### config.mk
export PLATFORM = sky130hd
export DESIGN_NAME = serial_subtractor_flat
export DESIGN_NICKNAME = d
export VERILOG_FILES = /design/src/rtl/serial_subtractor_if.sv /design/src/rtl/serial_subtractor.sv /design/src/flat_wrapper.sv
export SDC_FILE = /design/constraint.sdc
export NUM_CORES = 1
export LEC_CHECK = 0
export ABC_AREA = 1
export ABC_CLOCK_PERIOD_IN_PS = 2700
export CAP_MARGIN = 20
export CORE_MARGIN = 2
export CORE_UTILIZATION = 25
export DETAILED_ROUTE_END_ITERATION = 6
export GPL_TIMING_DRIVEN = 0
export PLACE_DENSITY = 0.55
export SLEW_MARGIN = 20
export SYNTH_ARGS = -nofsm -noshare
export SYNTH_HDL_FRONTEND = slang
export SYNTH_SLANG_ARGS = --single-unit
### constraint.sdc
create_clock -name clk -period 2.7 [get_ports clk]
set_input_delay 0.54 -clock clk [delete_from_list [all_inputs] [get_ports clk]]
set_output_delay 0.54 -clock clk [all_outputs]
set_load 0.02 [all_outputs]
### src/rtl/serial_subtractor_if.sv
// Start/busy/done handshake and operand/result bus for serial_subtractor.
// The ovf signal is present only when SUB_OVF_EN is defined.
interface serial_subtractor_if #(
    parameter int WIDTH = 8
);
    logic             start;
    logic [WIDTH-1:0] a;
    logic [WIDTH-1:0] b;
    logic             busy;
    logic             done;
    logic [WIDTH-1:0] diff;
    logic             borrow_out;
`ifdef SUB_OVF_EN
    logic             ovf;

    modport master (output start, a, b, input busy, done, diff, borrow_out, ovf);
    modport slave  (input start, a, b, output busy, done, diff, borrow_out, ovf);
`else
    modport master (output start, a, b, input busy, done, diff, borrow_out);
    modport slave  (input start, a, b, output busy, done, diff, borrow_out);
`endif
endinterface

### src/rtl/serial_subtractor.sv
// Bit-serial subtractor, diff = a - b processed LSB first, one bit per clock.
// Define SUB_OVF_EN to add the signed overflow flag (ovf).
module serial_subtractor #(
    parameter int WIDTH = 8
) (
    input  logic                 clk,
    input  logic                 rst,
    serial_subtractor_if.slave   bus
);
    localparam int CW = $clog2(WIDTH + 1);
    localparam logic [CW-1:0] LAST_BIT = CW'(WIDTH - 1);

    typedef enum logic [1:0] {IDLE, RUN, DONE} state_t;

    state_t           state_q, state_d;
    logic [WIDTH-1:0] sa_q, sa_d;
    logic [WIDTH-1:0] sb_q, sb_d;
    logic [WIDTH-1:0] sr_q, sr_d;
    logic             br_q, br_d;
    logic [CW-1:0]    cnt_q, cnt_d;
    logic             done_q, done_d;
    logic [WIDTH-1:0] diff_q, diff_d;
    logic             borrow_q, borrow_d;
`ifdef SUB_OVF_EN
    logic             a_msb_q, a_msb_d;
    logic             b_msb_q, b_msb_d;
    logic             ovf_q, ovf_d;
`endif

    // Full subtractor as two cascaded half subtractors; either stage may raise the borrow.
    logic hs1_diff, hs1_borrow, hs2_borrow, bit_diff, bit_borrow;
    always_comb begin
        hs1_diff   = sa_q[0] ^ sb_q[0];
        hs1_borrow = ~sa_q[0] & sb_q[0];
        bit_diff   = hs1_diff ^ br_q;
        hs2_borrow = ~hs1_diff & br_q;
        bit_borrow = hs1_borrow | hs2_borrow;
    end

    always_comb begin
        state_d  = state_q;
        sa_d     = sa_q;
        sb_d     = sb_q;
        sr_d     = sr_q;
        br_d     = br_q;
        cnt_d    = cnt_q;
        done_d   = 1'b0;
        diff_d   = diff_q;
        borrow_d = borrow_q;
`ifdef SUB_OVF_EN
        a_msb_d  = a_msb_q;
        b_msb_d  = b_msb_q;
        ovf_d    = ovf_q;
`endif
        case (state_q)
            IDLE: begin
                if (bus.start) begin
                    sa_d    = bus.a;
                    sb_d    = bus.b;
                    br_d    = 1'b0;
                    cnt_d   = '0;
`ifdef SUB_OVF_EN
                    a_msb_d = bus.a[WIDTH-1];
                    b_msb_d = bus.b[WIDTH-1];
`endif
                    state_d = RUN;
                end
            end
            RUN: begin
                // Result bits enter at the MSB so the first bit lands in bit 0 after WIDTH shifts.
                sr_d  = {bit_diff, sr_q[WIDTH-1:1]};
                sa_d  = sa_q >> 1;
                sb_d  = sb_q >> 1;
                br_d  = bit_borrow;
                cnt_d = cnt_q + CW'(1);
                if (cnt_q == LAST_BIT) begin
                    state_d = DONE;
                end
            end
            DONE: begin
                done_d   = 1'b1;
                diff_d   = sr_q;
                borrow_d = br_q;
`ifdef SUB_OVF_EN
                ovf_d    = (a_msb_q != b_msb_q) && (sr_q[WIDTH-1] != a_msb_q);
`endif
                state_d  = IDLE;
            end
            default: state_d = IDLE;
        endcase
    end

    always_ff @(posedge clk) begin
        if (rst) begin
            state_q  <= IDLE;
            sa_q     <= '0;
            sb_q     <= '0;
            sr_q     <= '0;
            br_q     <= 1'b0;
            cnt_q    <= '0;
            done_q   <= 1'b0;
            diff_q   <= '0;
            borrow_q <= 1'b0;
`ifdef SUB_OVF_EN
            a_msb_q  <= 1'b0;
            b_msb_q  <= 1'b0;
            ovf_q    <= 1'b0;
`endif
        end else begin
            state_q  <= state_d;
            sa_q     <= sa_d;
            sb_q     <= sb_d;
            sr_q     <= sr_d;
            br_q     <= br_d;
            cnt_q    <= cnt_d;
            done_q   <= done_d;
            diff_q   <= diff_d;
            borrow_q <= borrow_d;
`ifdef SUB_OVF_EN
            a_msb_q  <= a_msb_d;
            b_msb_q  <= b_msb_d;
            ovf_q    <= ovf_d;
`endif
        end
    end

    assign bus.busy       = (state_q == RUN);
    assign bus.done       = done_q;
    assign bus.diff       = diff_q;
    assign bus.borrow_out = borrow_q;
`ifdef SUB_OVF_EN
    assign bus.ovf        = ovf_q;
`endif

endmodule

### src/flat_wrapper.sv
// flat-port wrapper written by rule: the top's interface ports become plain ports
module serial_subtractor_flat 
#(
    parameter int WIDTH = 8
)
  (clk, rst, bus_start, bus_a, bus_b, bus_busy, bus_done, bus_diff, bus_borrow_out);
  serial_subtractor_if #(.WIDTH(WIDTH)) bus_i ();
  input  logic clk;
  input  logic rst;
  input wire logic [$bits(bus_i.start)-1:0] bus_start;
  input wire logic [$bits(bus_i.a)-1:0] bus_a;
  input wire logic [$bits(bus_i.b)-1:0] bus_b;
  output wire logic [$bits(bus_i.busy)-1:0] bus_busy;
  output wire logic [$bits(bus_i.done)-1:0] bus_done;
  output wire logic [$bits(bus_i.diff)-1:0] bus_diff;
  output wire logic [$bits(bus_i.borrow_out)-1:0] bus_borrow_out;
  assign bus_i.start = bus_start;
  assign bus_i.a = bus_a;
  assign bus_i.b = bus_b;
  assign bus_busy = bus_i.busy;
  assign bus_done = bus_i.done;
  assign bus_diff = bus_i.diff;
  assign bus_borrow_out = bus_i.borrow_out;
  serial_subtractor #(.WIDTH(WIDTH)) u_core (.clk(clk), .rst(rst), .bus(bus_i));
endmodule
==> impl_metrics.env <==
export IMPL_status="complete, no violations"
export IMPL_drt_pass1_iter_count=4
export IMPL_drc_errors=0
export IMPL_h_tree_depth=2
export IMPL_cts_resized=0
export IMPL_timing_final_max_slew_violations=0
export IMPL_cts_sinks=41
export IMPL_antenna_found_initial=0
export IMPL_maxCapViolCount=0
export IMPL_worst_pin_slew_ns=0.550
export IMPL_synth_avg_cell_area_um2=7.29
export IMPL_skew_ns=0.00843
export IMPL_place_inst=347
export IMPL_antenna_left=0
export IMPL_reg2reg_from="u_core.state_q[0]$_SDFFE_PP0P_"
export IMPL_design_area_um2=2210
export IMPL_start_util_pct=25.7
export IMPL_n_antenna_cell=0
export IMPL_die_w_um=87.3
export IMPL_finalSetupViolCount=0
export IMPL_synth_distinct_cells=19
export IMPL_min_path_type="reg2reg"
export IMPL_die_h_um=87.3
export IMPL_post_cts_buffers=0
export IMPL_hold_buffers=0
export IMPL_grt_total_usage_pct=11.7
export IMPL_cp_arrival_ns=1.80
export IMPL_synthCells=238
export IMPL_cp_required_ns=2.16
export IMPL_fin_crit_sh_pct=86.7
export IMPL_hold_violations=0
export IMPL_cts_buffer_depth=2
export IMPL_port_buffers=29
export IMPL_p_total_w=0.00120
export IMPL_max_freq_ghz=0.427
export IMPL_clock_latency_ns=0.29
export IMPL_stdcell_count=355
export IMPL_pin_count=30
export IMPL_num_vias=1556
export IMPL_critPathLaunch="u_core.state_q[0]$_SDFFE_PP0P_"
export IMPL_wirelength_mm=4.03
export IMPL_cp_end_kind="output port"
export IMPL_total_leakage_power_nw=0.937
export IMPL_dr_first_iter_drc_count=87
export IMPL_cp_max_fo=10
export IMPL_synth_top_cell_area_share_pct=47.3
export IMPL_nets=295
export IMPL_synth_area_leader_cell="dfxtp_1"
export IMPL_grt_pass1_vias=1504
export IMPL_grt_max_degree=14
export IMPL_clk_pin_slew_worst_paths_ns=0.08
export IMPL_final_common_cell="nand2_1"
export IMPL_wl_per_cell_um=11.3
export IMPL_max_slew_margin_pct=63.3
export IMPL_min_path_cells=2
export IMPL_cp_endpoint="bus_busy"
export IMPL_via_per_inst=4.38
export IMPL_die_area_um2=7620
export IMPL_core_area_um2=6760
export IMPL_grt_pass1_wl_mm=7.03
export IMPL_syn_nets=259
export IMPL_worstRegToRegCells=5
export IMPL_rsz0062_at_grt="no"
export IMPL_nFillCells=740
export IMPL_root_buffer="clkbuf_8"
export IMPL_fin_crit_ns=2.34
export IMPL_cts_buffers=5
export IMPL_critPathLaunchType="flop"
export IMPL_timing_rr_end="u_core.sr_q[7]$_SDFFE_PP0P_"
export IMPL_ys_warn_count=0
export IMPL_num_rows=30
export IMPL_cts_tree="yes"
export IMPL_grt_overflow=0
export IMPL_syn2layout_area_growth_pct=27.5
export IMPL_crit_type="reg2out"
export IMPL_finalWeightedCongestion=0.774
export IMPL_most_common_layout_cells="nand2_1, nor2_1, dfxtp_1, clkdlybuf4s50_1"
export IMPL_r2r_slack_ns=1.47
export IMPL_dpl_cell_area_um2=2120
export IMPL_synth_area_top_cells="dfxtp_1, nand2_1, nor2_1, nand3_1, o21ai_0"
export IMPL_dp_hpwl_mm=2.83
export IMPL_seq_area_frac_synth_pct=47.3
export IMPL_syn_area_um2=1730
export IMPL_drive_gt1_share_pct=10.2
export IMPL_fin_setup_tns_ns=0
export IMPL_ys_ff_latch=41
export IMPL_powerDensity_nw_per_um2=542
export IMPL_ir_drop_uv=214
[worst min-delay path by stage]
stage	to	startpoint
after global routing	u_core.state_q[1]$_SDFFE_PP0P_	u_core.cnt_q[3]$_SDFFE_PP0P_
after global placement	u_core.sa_q[5]$_SDFFE_PP0P_	u_core.sa_q[6]$_SDFFE_PP0P_
after floorplan	u_core.sa_q[6]$_SDFFE_PP0P_	u_core.sa_q[7]$_SDFFE_PP0P_
final	u_core.sa_q[5]$_SDFFE_PP0P_	u_core.sa_q[6]$_SDFFE_PP0P_
after CTS	u_core.sa_q[5]$_SDFFE_PP0P_	u_core.sa_q[6]$_SDFFE_PP0P_
after detailed placement	u_core.sa_q[5]$_SDFFE_PP0P_	u_core.sa_q[6]$_SDFFE_PP0P_
[area by class of cell]
| cell class | instances | area, um2 | share of cell area, % |
|---|---|---|---|
| Multi-Input combinational cell | 170 | 787 | 35.6 |
| Clock inverter | 3 | 17.5 | 0.792 |
| Timing Repair Buffer | 29 | 290 | 13.1 |
| Inverter | 17 | 63.8 | 2.89 |
| Tap cell | 80 | 100 | 4.53 |
| Sequential cell | 41 | 821 | 37.1 |
| Buffer | 10 | 62.6 | 2.83 |
| Clock buffer | 5 | 68.8 | 3.11 |
[sequential cells by signal, summed over array words and instances (netlist names)]
name                   count
u_core.bus.diff            8
u_core.sa_q                8
u_core.sb_q                8
u_core.sr_q                8
u_core.cnt_q               4
u_core.state_q             2
u_core.br_q                1
u_core.bus.borrow_out      1
u_core.bus.done            1
[Yosys cell counts]
| cell type | n |
|---|---|
| nor2_4 | 3 |
| inv_1 | 14 |
| nand2_2 | 1 |
| nor2_1 | 49 |
| buf_2 | 2 |
| nand2_1 | 53 |
| nor3_1 | 1 |
| fa_1 | 1 |
| nand2_4 | 2 |
| ha_1 | 1 |
| dfxtp_1 | 41 |
| clkbuf_1 | 5 |
| o21ai_0 | 24 |
| nand3_1 | 24 |
| a21oi_1 | 4 |
| nor2_2 | 6 |
| inv_2 | 3 |
| nand4_1 | 1 |
| buf_6 | 3 |
[power by group]
| part | internal [W] | switching (W) |
|---|---|---|
| Combinational | 0.0000677 | 0.0000868 |
| Sequential | 0.000634 | 0.0000192 |
| Clock | 0.000178 | 0.000213 |
[critical path, cell delays in order (launching register included)]
cell and delay, ns:
dfxtp_1 0.47, inv_2 0.07, nor2_4 0.18, buf_6 0.18
clkdlybuf4s50_1 0.61
[per-layer routing]
layer	up-vias	wire [um]	track usage (%)	part of all wire [%]
met1	700	2060	15.7	51
met4	0	49	3.78	1.2
met5	-	0	0	0
met2	28	1740	18.4	43
met3	5	169	2.94	4.2
li1	823	-	-	-
[per-stage QoR]
stage	worst slack (ns)	hold WS (ns)	util, %
CTS	0.341	0.465	32.7
global route	0.271	0.481	32.7
floorplan	1.35	0.426	-
global placement	0.676	0.438	31.4
finish	0.359	0.459	32.7
detailed placement	0.669	0.451	31.4
[kinds of logic (layout without fill, tap and decap cells)]
kind of cell	Yosys count	in the layout	synth area share [%]
AO/OA/AOI/OAI	28	28	8.08
buffers and inverters	27	64	7.29
adder cells (fa/ha/maj)	2	2	1.88
AND/OR/NAND/NOR	140	140	35.4
flip-flops	41	41	47.3
Power figures use the tool's default switching activity.
